[config.mk]
export PLATFORM = sky130hd
export DESIGN_NAME = sisc_seq
export DESIGN_NICKNAME = d
export VERILOG_FILES = /design/src/rtl/sisc_seq.sv
export SDC_FILE = /design/constraint.sdc
export NUM_CORES = 1
export LEC_CHECK = 0
export ABC_AREA = 1
export CORE_UTILIZATION = 40
export DETAILED_ROUTE_END_ITERATION = 10
export PLACE_DENSITY_LB_ADDON = 0.12
export SLEW_MARGIN = 20
export SYNTH_ARGS = -nofsm -noshare
export SYNTH_HDL_FRONTEND = slang
export SYNTH_SLANG_ARGS = --single-unit
[constraint.sdc]
create_clock -name clk -period 2 [get_ports clk]
set_input_delay 0.4 -clock clk [delete_from_list [all_inputs] [get_ports clk]]
set_output_delay 0.4 -clock clk [all_outputs]
set_load 0.02 [all_outputs]
[src/rtl/sisc_seq.sv]
// sisc_seq: multi-cycle control sequencer for the SISC processor.
//
// A registered FSM (START, FETCH, DECODE, EXECUTE, MEM, WRITEBACK, HALT) steps each
// instruction through its phases. Datapath controls decode combinationally from the
// current state, the opcode and the status flags. opcode/mm/stat are not latched; the
// instruction register upstream holds them stable while the instruction is in flight.
//
// Ports
//   clk        in   system clock, rising-edge active
//   rst_f      in   synchronous active-high reset
//   opcode     in   [3:0] instruction bits [31:28]
//   mm         in   [3:0] instruction bits [27:24], branch condition mask
//   stat       in   [3:0] status flags {N,Z,C,V}
//   ir_load    out  load instruction register
//   pc_write   out  PC update enable
//   pc_sel     out  PC source: 0 = PC+1, 1 = branch target
//   br_sel     out  branch target: 0 = absolute, 1 = PC-relative
//   pc_rst     out  clear PC
//   rb_sel     out  RF read port B: 0 = ir[15:12], 1 = ir[23:20]
//   alu_op     out  [1:0] 00 reg-reg, 01 reg-imm, 10 address add
//   stat_en    out  status register load enable
//   rf_we      out  register-file write enable
//   wb_sel     out  write-back source: 0 = ALU, 1 = memory
//   dm_we      out  data-memory write enable
//   halted     out  high while in HALT
//   instr_cnt  out  [15:0] retired-instruction count, wraps

module sisc_seq (
  input  logic        clk,
  input  logic        rst_f,
  input  logic [3:0]  opcode,
  input  logic [3:0]  mm,
  input  logic [3:0]  stat,
  output logic        ir_load,
  output logic        pc_write,
  output logic        pc_sel,
  output logic        br_sel,
  output logic        pc_rst,
  output logic        rb_sel,
  output logic [1:0]  alu_op,
  output logic        stat_en,
  output logic        rf_we,
  output logic        wb_sel,
  output logic        dm_we,
  output logic        halted,
  output logic [15:0] instr_cnt
);

  localparam logic [3:0] OpNop  = 4'b0000;
  localparam logic [3:0] OpAlu  = 4'b0001;
  localparam logic [3:0] OpAluI = 4'b0010;
  localparam logic [3:0] OpLod  = 4'b0011;
  localparam logic [3:0] OpStr  = 4'b0100;
  localparam logic [3:0] OpBra  = 4'b0101;
  localparam logic [3:0] OpBrr  = 4'b0110;
  localparam logic [3:0] OpBne  = 4'b0111;
  localparam logic [3:0] OpBnr  = 4'b1000;
  localparam logic [3:0] OpHlt  = 4'b1111;

  localparam logic [1:0] AluReg  = 2'b00;
  localparam logic [1:0] AluImm  = 2'b01;
  localparam logic [1:0] AluAddr = 2'b10;

  typedef enum logic [2:0] {
    StStart,
    StFetch,
    StDecode,
    StExec,
    StMem,
    StWb,
    StHalt
  } state_e;

  state_e      state_q, state_d;
  logic [15:0] cnt_q;
  logic        flag_hit, br_taken, br_rel, retire;

  // Branch condition: BRA/BRR take on any masked flag set, BNE/BNR on none set.
  always_comb begin
    flag_hit = |(stat & mm);
    br_taken = 1'b0;
    br_rel   = 1'b0;
    case (opcode)
      OpBra: br_taken = flag_hit;
      OpBrr: begin br_taken = flag_hit;  br_rel = 1'b1; end
      OpBne: br_taken = !flag_hit;
      OpBnr: begin br_taken = !flag_hit; br_rel = 1'b1; end
      default: ;
    endcase
  end

  // Next-state logic
  always_comb begin
    state_d = state_q;
    unique case (state_q)
      StStart:  state_d = StFetch;
      StFetch:  state_d = StDecode;
      StDecode: begin
        case (opcode)
          OpHlt:                       state_d = StHalt;
          OpAlu, OpAluI, OpLod, OpStr: state_d = StExec;
          default:                     state_d = StFetch;
        endcase
      end
      StExec:   state_d = (opcode == OpLod || opcode == OpStr) ? StMem : StWb;
      StMem:    state_d = (opcode == OpStr) ? StFetch : StWb;
      StWb:     state_d = StFetch;
      StHalt:   state_d = StHalt;
      default:  state_d = StStart;
    endcase
  end

  // An instruction retires when it hands control back to FETCH, or enters HALT.
  assign retire = (state_q == StDecode || state_q == StMem || state_q == StWb) &&
                  (state_d == StFetch || state_d == StHalt);

  always_ff @(posedge clk) begin
    if (rst_f) begin
      state_q <= StStart;
      cnt_q   <= 16'h0000;
    end else begin
      state_q <= state_d;
      if (retire) cnt_q <= cnt_q + 16'h0001;
    end
  end

  assign instr_cnt = cnt_q;

  // Output decode
  always_comb begin
    ir_load  = 1'b0;
    pc_write = 1'b0;
    pc_sel   = 1'b0;
    br_sel   = 1'b0;
    pc_rst   = 1'b0;
    rb_sel   = 1'b0;
    alu_op   = AluReg;
    stat_en  = 1'b0;
    rf_we    = 1'b0;
    wb_sel   = 1'b0;
    dm_we    = 1'b0;
    halted   = 1'b0;
    unique case (state_q)
      StStart: pc_rst = 1'b1;
      StFetch: begin
        ir_load  = 1'b1;
        pc_write = 1'b1;
      end
      StDecode: begin
        if (br_taken) begin
          pc_write = 1'b1;
          pc_sel   = 1'b1;
          br_sel   = br_rel;
        end
      end
      StExec: begin
        case (opcode)
          OpAlu:        stat_en = 1'b1;
          OpAluI:       begin alu_op = AluImm; stat_en = 1'b1; end
          OpLod, OpStr: alu_op = AluAddr;
          default: ;
        endcase
      end
      StMem: begin
        alu_op = AluAddr;
        if (opcode == OpStr) begin
          dm_we  = 1'b1;
          rb_sel = 1'b1;
        end
      end
      StWb: begin
        rf_we = 1'b1;
        // Hold the EXECUTE-phase ALU setup so the result stays valid at write-back.
        if (opcode == OpLod) begin
          wb_sel = 1'b1;
          alu_op = AluAddr;
        end else if (opcode == OpAluI) begin
          alu_op = AluImm;
        end
      end
      StHalt:  halted = 1'b1;
      default: ;
    endcase

    // Reset masks every write immediately so an interrupted instruction cannot commit.
    if (rst_f) begin
      ir_load  = 1'b0;
      pc_write = 1'b0;
      pc_sel   = 1'b0;
      br_sel   = 1'b0;
      rb_sel   = 1'b0;
      alu_op   = AluReg;
      stat_en  = 1'b0;
      rf_we    = 1'b0;
      wb_sel   = 1'b0;
      dm_we    = 1'b0;
      pc_rst   = 1'b1;
    end
  end

  logic unused_nop;
  assign unused_nop = (opcode == OpNop);

endmodule

# Yosys cells after proc, flatten, opt, wreduce, memory -nomap -nowiden
# Index checks and enable logic that the tools add are counted.
# W data, S select, Z words.
# classes
muxes	35
n_addsub	1
n_reduce_logical	15
n_eq_ne	17
bitwise_logic	1
# op_table
cell	n
$mux W1	26
$pmux W3 S6	1
$add A16 B1 Y16 const B	1
$eq A4 B3 Y1 const B	4
$eq A3 B3 Y1 const B	4
$reduce_or A2 Y1	6
$eq A4 B2 Y1 const B	2
$eq A4 B4 Y1 const B	2
$reduce_or A4 Y1	2
$eq A3 B1 Y1 const B	2
$eq A3 B2 Y1 const B	2
$pmux W2 S3	1
$pmux W3 S2	1
$and A4 B4 Y4	1
$eq A4 B1 Y1 const B	1
$logic_or A1 B1 Y1	4
$mux W2	2
$pmux W1 S2	2
$pmux W2 S2	1
$logic_not A3 Y1	1
$mux W3	1
$logic_and A1 B1 Y1	1
$logic_not A1 Y1	1
# totals
input_bits	14
word_cells	71
register_bits	19
output_inout_bits	29

# Longest topological paths before layout
# depth
word_depth	7
ltp_mapped	12
depth_no_buf	12

# Worst setup path after synthesis
# No wires, ideal clock.
# synth_path
path_type	register -> output
startpoint	reg state_q[1]
endpoint	out rb_sel
setup_slack_ns	0.119
arrival_ns	1.481
n_path_buf	1
required_time_ns	1.600
stages_incl_launch_ff	5
path_cell_list	dfxtp_1 -> nor2_1 -> nand2_1 -> nor3_1 -> buf_4
# synth_via
elab_chain_cells	3
# synth_rtl
element	line	text
start, declared	74	state_e state_q, state_d;
start signal, assigned	119	state_q <= StStart;
start signal, assigned	122	state_q <= state_d;
$eq A3 B3 Y1	n/a	
$mux W1 (2 in series)	n/a	
end, declared	39	output logic rb_sel,
# Every way passes these cells.

# Worst setup path after layout
# layout_path
startpoint	in stat[0]
endpoint	out br_sel
# layout_via
elab_chain_cells	7
# layout_rtl
element	line	text
start, declared	33	input logic [3:0] stat,
$and A4 B4 Y4 *	80	flag_hit = |(stat & mm);
$reduce_or A4 Y1 *	80	
$logic_not A1 Y1	86, 87	
$pmux W1 S2 *	83	case (opcode)
$mux W1 *	150	if (br_taken) begin
$mux W1 *	143	unique case (state_q)
$mux W1 *	186	if (rst_f) begin
end, declared	37	output logic br_sel,
# Mark *: on every way between the ends. The rest lies on a longest branch, timed or not.

==> summary.md <==
| Metric | Value |
|---|---|
| Non-Filler Instances | 350 |
| Final instance area | 2300 um^2 |
| Worst Hold Slack | about 0.50 ns |
| Core area | 3720 um^2 |
| Yosys warns | 0 |
| RSZ-0062 raised after global routing | true |
| Hold Path Sink | instr_cnt[15] |
| DIE WIDTH | ~65 um |
| FF-to-FF End | instr_cnt[14] |
| Fmax | ~520 MHz |
| Drt pass-1 iters | 4 |
| First-pass GRT wire length | 6920 um |
| Slew headroom | around 80% |
| Register area share after synthesis | between 20% and 30% |
| Clk sinks | 19 |
| Most common cell after layout, fill and taps aside | buf_4 |
| Placed cells | 340 |
| Post-route ant nets | 0 |
| Slew @ Worst Pin | around 0.32 ns |
| Largest cells by area after synthesis | dfxtp_1 (24%), nand3_1 (9.0%), nand2_1 (8.4%) |
| Reg area | between 300 and 400 um^2 |
| Tmin final | around 1.9 ns |
| CTS buffer count | 3 |
| Final period util | ~96% |
| Hold Crit Class | reg2reg |
| Cell type with the largest total area after synthesis | dfxtp_1 |
| Fin util | between 60% and 70% |
| CP Launch Type | input port |
| Average instance area after synthesis | just under 7 um^2 |
| Critical Path AT | between 1.5 and 2 ns |
| Max Cap Viol | 0 |
| I/O Pins | 43 |
| I/O Buffers | 42 |
| Register-to-register setup slack | about 0.30 ns |
| Clk buf depth | 2 |
| Crit path required time | ~1.6 ns |
| Clk root buf | clkbuf_8 |
| Die H | around 65 um |
| Number of synthesized register bits | 19 |
| Initial antenna violation count | 0 |
| R2R Path Start | instr_cnt[0] |
| Clk slew on worst S/H paths | roughly 0.070 ns |
| Crit path max fanout | 3 |
| Initial Utilization | a little over two fifths |
| Setup WS post-layout | 0.0780 ns |
| HPWL Detailed | a little under 3000 um |
| P_leak | around 0.95 nW |
| DP Area | between 2000 and 2500 um^2 |
| Via density per instance | 4.76 |
| Power Dens Cells | 570 nW/um^2 |
| Area delta synth->final | 47.3% |
| Fin. Hold Viols | 0 |
| Antenna Cells | 0 |
| Worst hold start | instr_cnt[15] |
| Syn_nets | 240 |
| DRC viols | 0 |
| Fin Clk Skew | between 0.002 and 0.0025 ns |
| Total power | about 1.3 mW |
| Number of DRC markers in iteration 0 | 71 |
| Setup TNS | 0 ns |
| Hold bufs inserted after CTS | 0 |
| Worst setup EP type | output pin |
| CTS tree | yes |
| Net count, final | about 320 |
| Async set or reset register ratio after synthesis | 0% |
| Dpl ws | -0.751 ns |
| Routed len/inst | 11.7 um |
| Die area | approximately 4200 um^2 |
| Status | complete, no violations |
| Final setup fails | 0 |
| Layout cells sized above 1 | approximately two fifths |
| Vias in the first global route | 1565 |
| Post-synth EDFFs | 0 |
| Synth unique cells | 32 |
| Max VDD drop | 0.468 mV |
| Grt total ovfl | 0 |
| Multi-input gate area in the final layout | approximately 1100 um^2 |
| R2R depth | 7 |
| Largest net degree at the start of global routing | 18 |
| H-tree levels | 1 |
| Fin. max-slew vios | 0 |
| Synth top area share | 24.3% |
| Mapped Cells | between 200 and 250 |
| Latest clock arrival within the worst-skew pair | 0.26 ns |
| Mapped cell area | roughly 1600 um^2 |
| Final-layout fill cell count | approximately 370 |
| Most frequent cells in the layout | buf_4 (40), nand2_1 (34), nand3_1 (27) |
| Final wirelength | 4100 um |
| Top FF cell, synth | dfxtp_1 |
| GRT Util Overall | between 20% and 30% |
| Setup Crit Path Kind | in2out |
| Row count | 22 |
| Hold-critical path depth | 2 |
| Gp weighted congestion | 0.816 |
| Via count | between 1500 and 2000 |
-- power by group --
group	total [mW]	internal, mW	switching (mW)
logic	0.622	0.249	0.373
registers	0.422	0.398	0.0239
clock network	0.269	0.142	0.127
total	1.31	0.789	0.524
-- area by class of cell --
type | instances | share of cell area (%)
repair buffers | 81 | 28.2
well taps | 48 | 2.61
multi-input cells | 169 | 45.8
inverters | 29 | 4.73
flip-flops and latches | 19 | 16.7
clock buffers | 4 | 1.96
-- state kept, by name, indices dropped and copies added, names as in the netlist --
register	cells
state_q	3
instr_cnt	16
-- logic make-up (layout without fill, tap and decap cells) --
| family | Yosys count | after routing | share of synthesized area (%) |
|---|---|---|---|
| AOI/OAI and AO/OA | 28 | 28 | 13.8 |
| xor gates and xnor gates | 14 | 14 | 7.84 |
| adders and majority gates | 1 | 1 | 0.800 |
| buffers and inverters | 37 | 114 | 10.8 |
| DFF | 19 | 19 | 24.3 |
| and+or+nand+nor | 126 | 126 | 42.4 |
-- synth_stat cells, types with 4 or more instances --
cell type and n:
a21oi_2 11, nand3_1 28, nand2_1 35, nand3_2 4, xor2_1 9, inv_1 24, xnor2_1 5, nand2_2 21
nor2_1 18, dfxtp_1 19, inv_2 5, a21oi_1 8, nor3_1 11
-- repair_timing --
item | in CTS | in global routing
pin swaps | 10 | 10
setup endpoints to repair | 29 | 10
endpoints found under the hold margin | 0 | 0
gates resized for setup | 62 | 30
buffers inserted | 5 | 1
-- worst max-delay path by stage --
stage / slack, ns / depth (start not counted) / end / start
5_1_grt: -0.02 / 7 / br_sel / stat[0]
3_5_place_dp: -0.75 / 11 / br_sel / opcode[1]
2_1_floorplan: 0.12 / 4 / rb_sel / state_q[1]
3_3_place_gp: -0.69 / 11 / br_sel / opcode[1]
6_report: 0.08 / 7 / br_sel / stat[0]
4_1_cts: 0.003 / 7 / alu_op[0] / opcode[2]
-- routing by layer --
metal,wire length [um],up-vias,global-route usage (%)
met2,1680,47,32.4
met1,2160,732,29.6
li1,-,883,-
met4,34,0,5.28
met3,224,4,4.58
met5,0,-,0
-- worst max-delay path, cell delays in order --
cell	delay, ns
clkdlybuf4s15_1	0.18
a221oi_2	0.34
o21ai_1	0.13
nor2_1	0.12
nand2_2	0.09
a21oi_2	0.11
buf_4	0.15
Note: power is estimated with default switching activity, not from simulation.
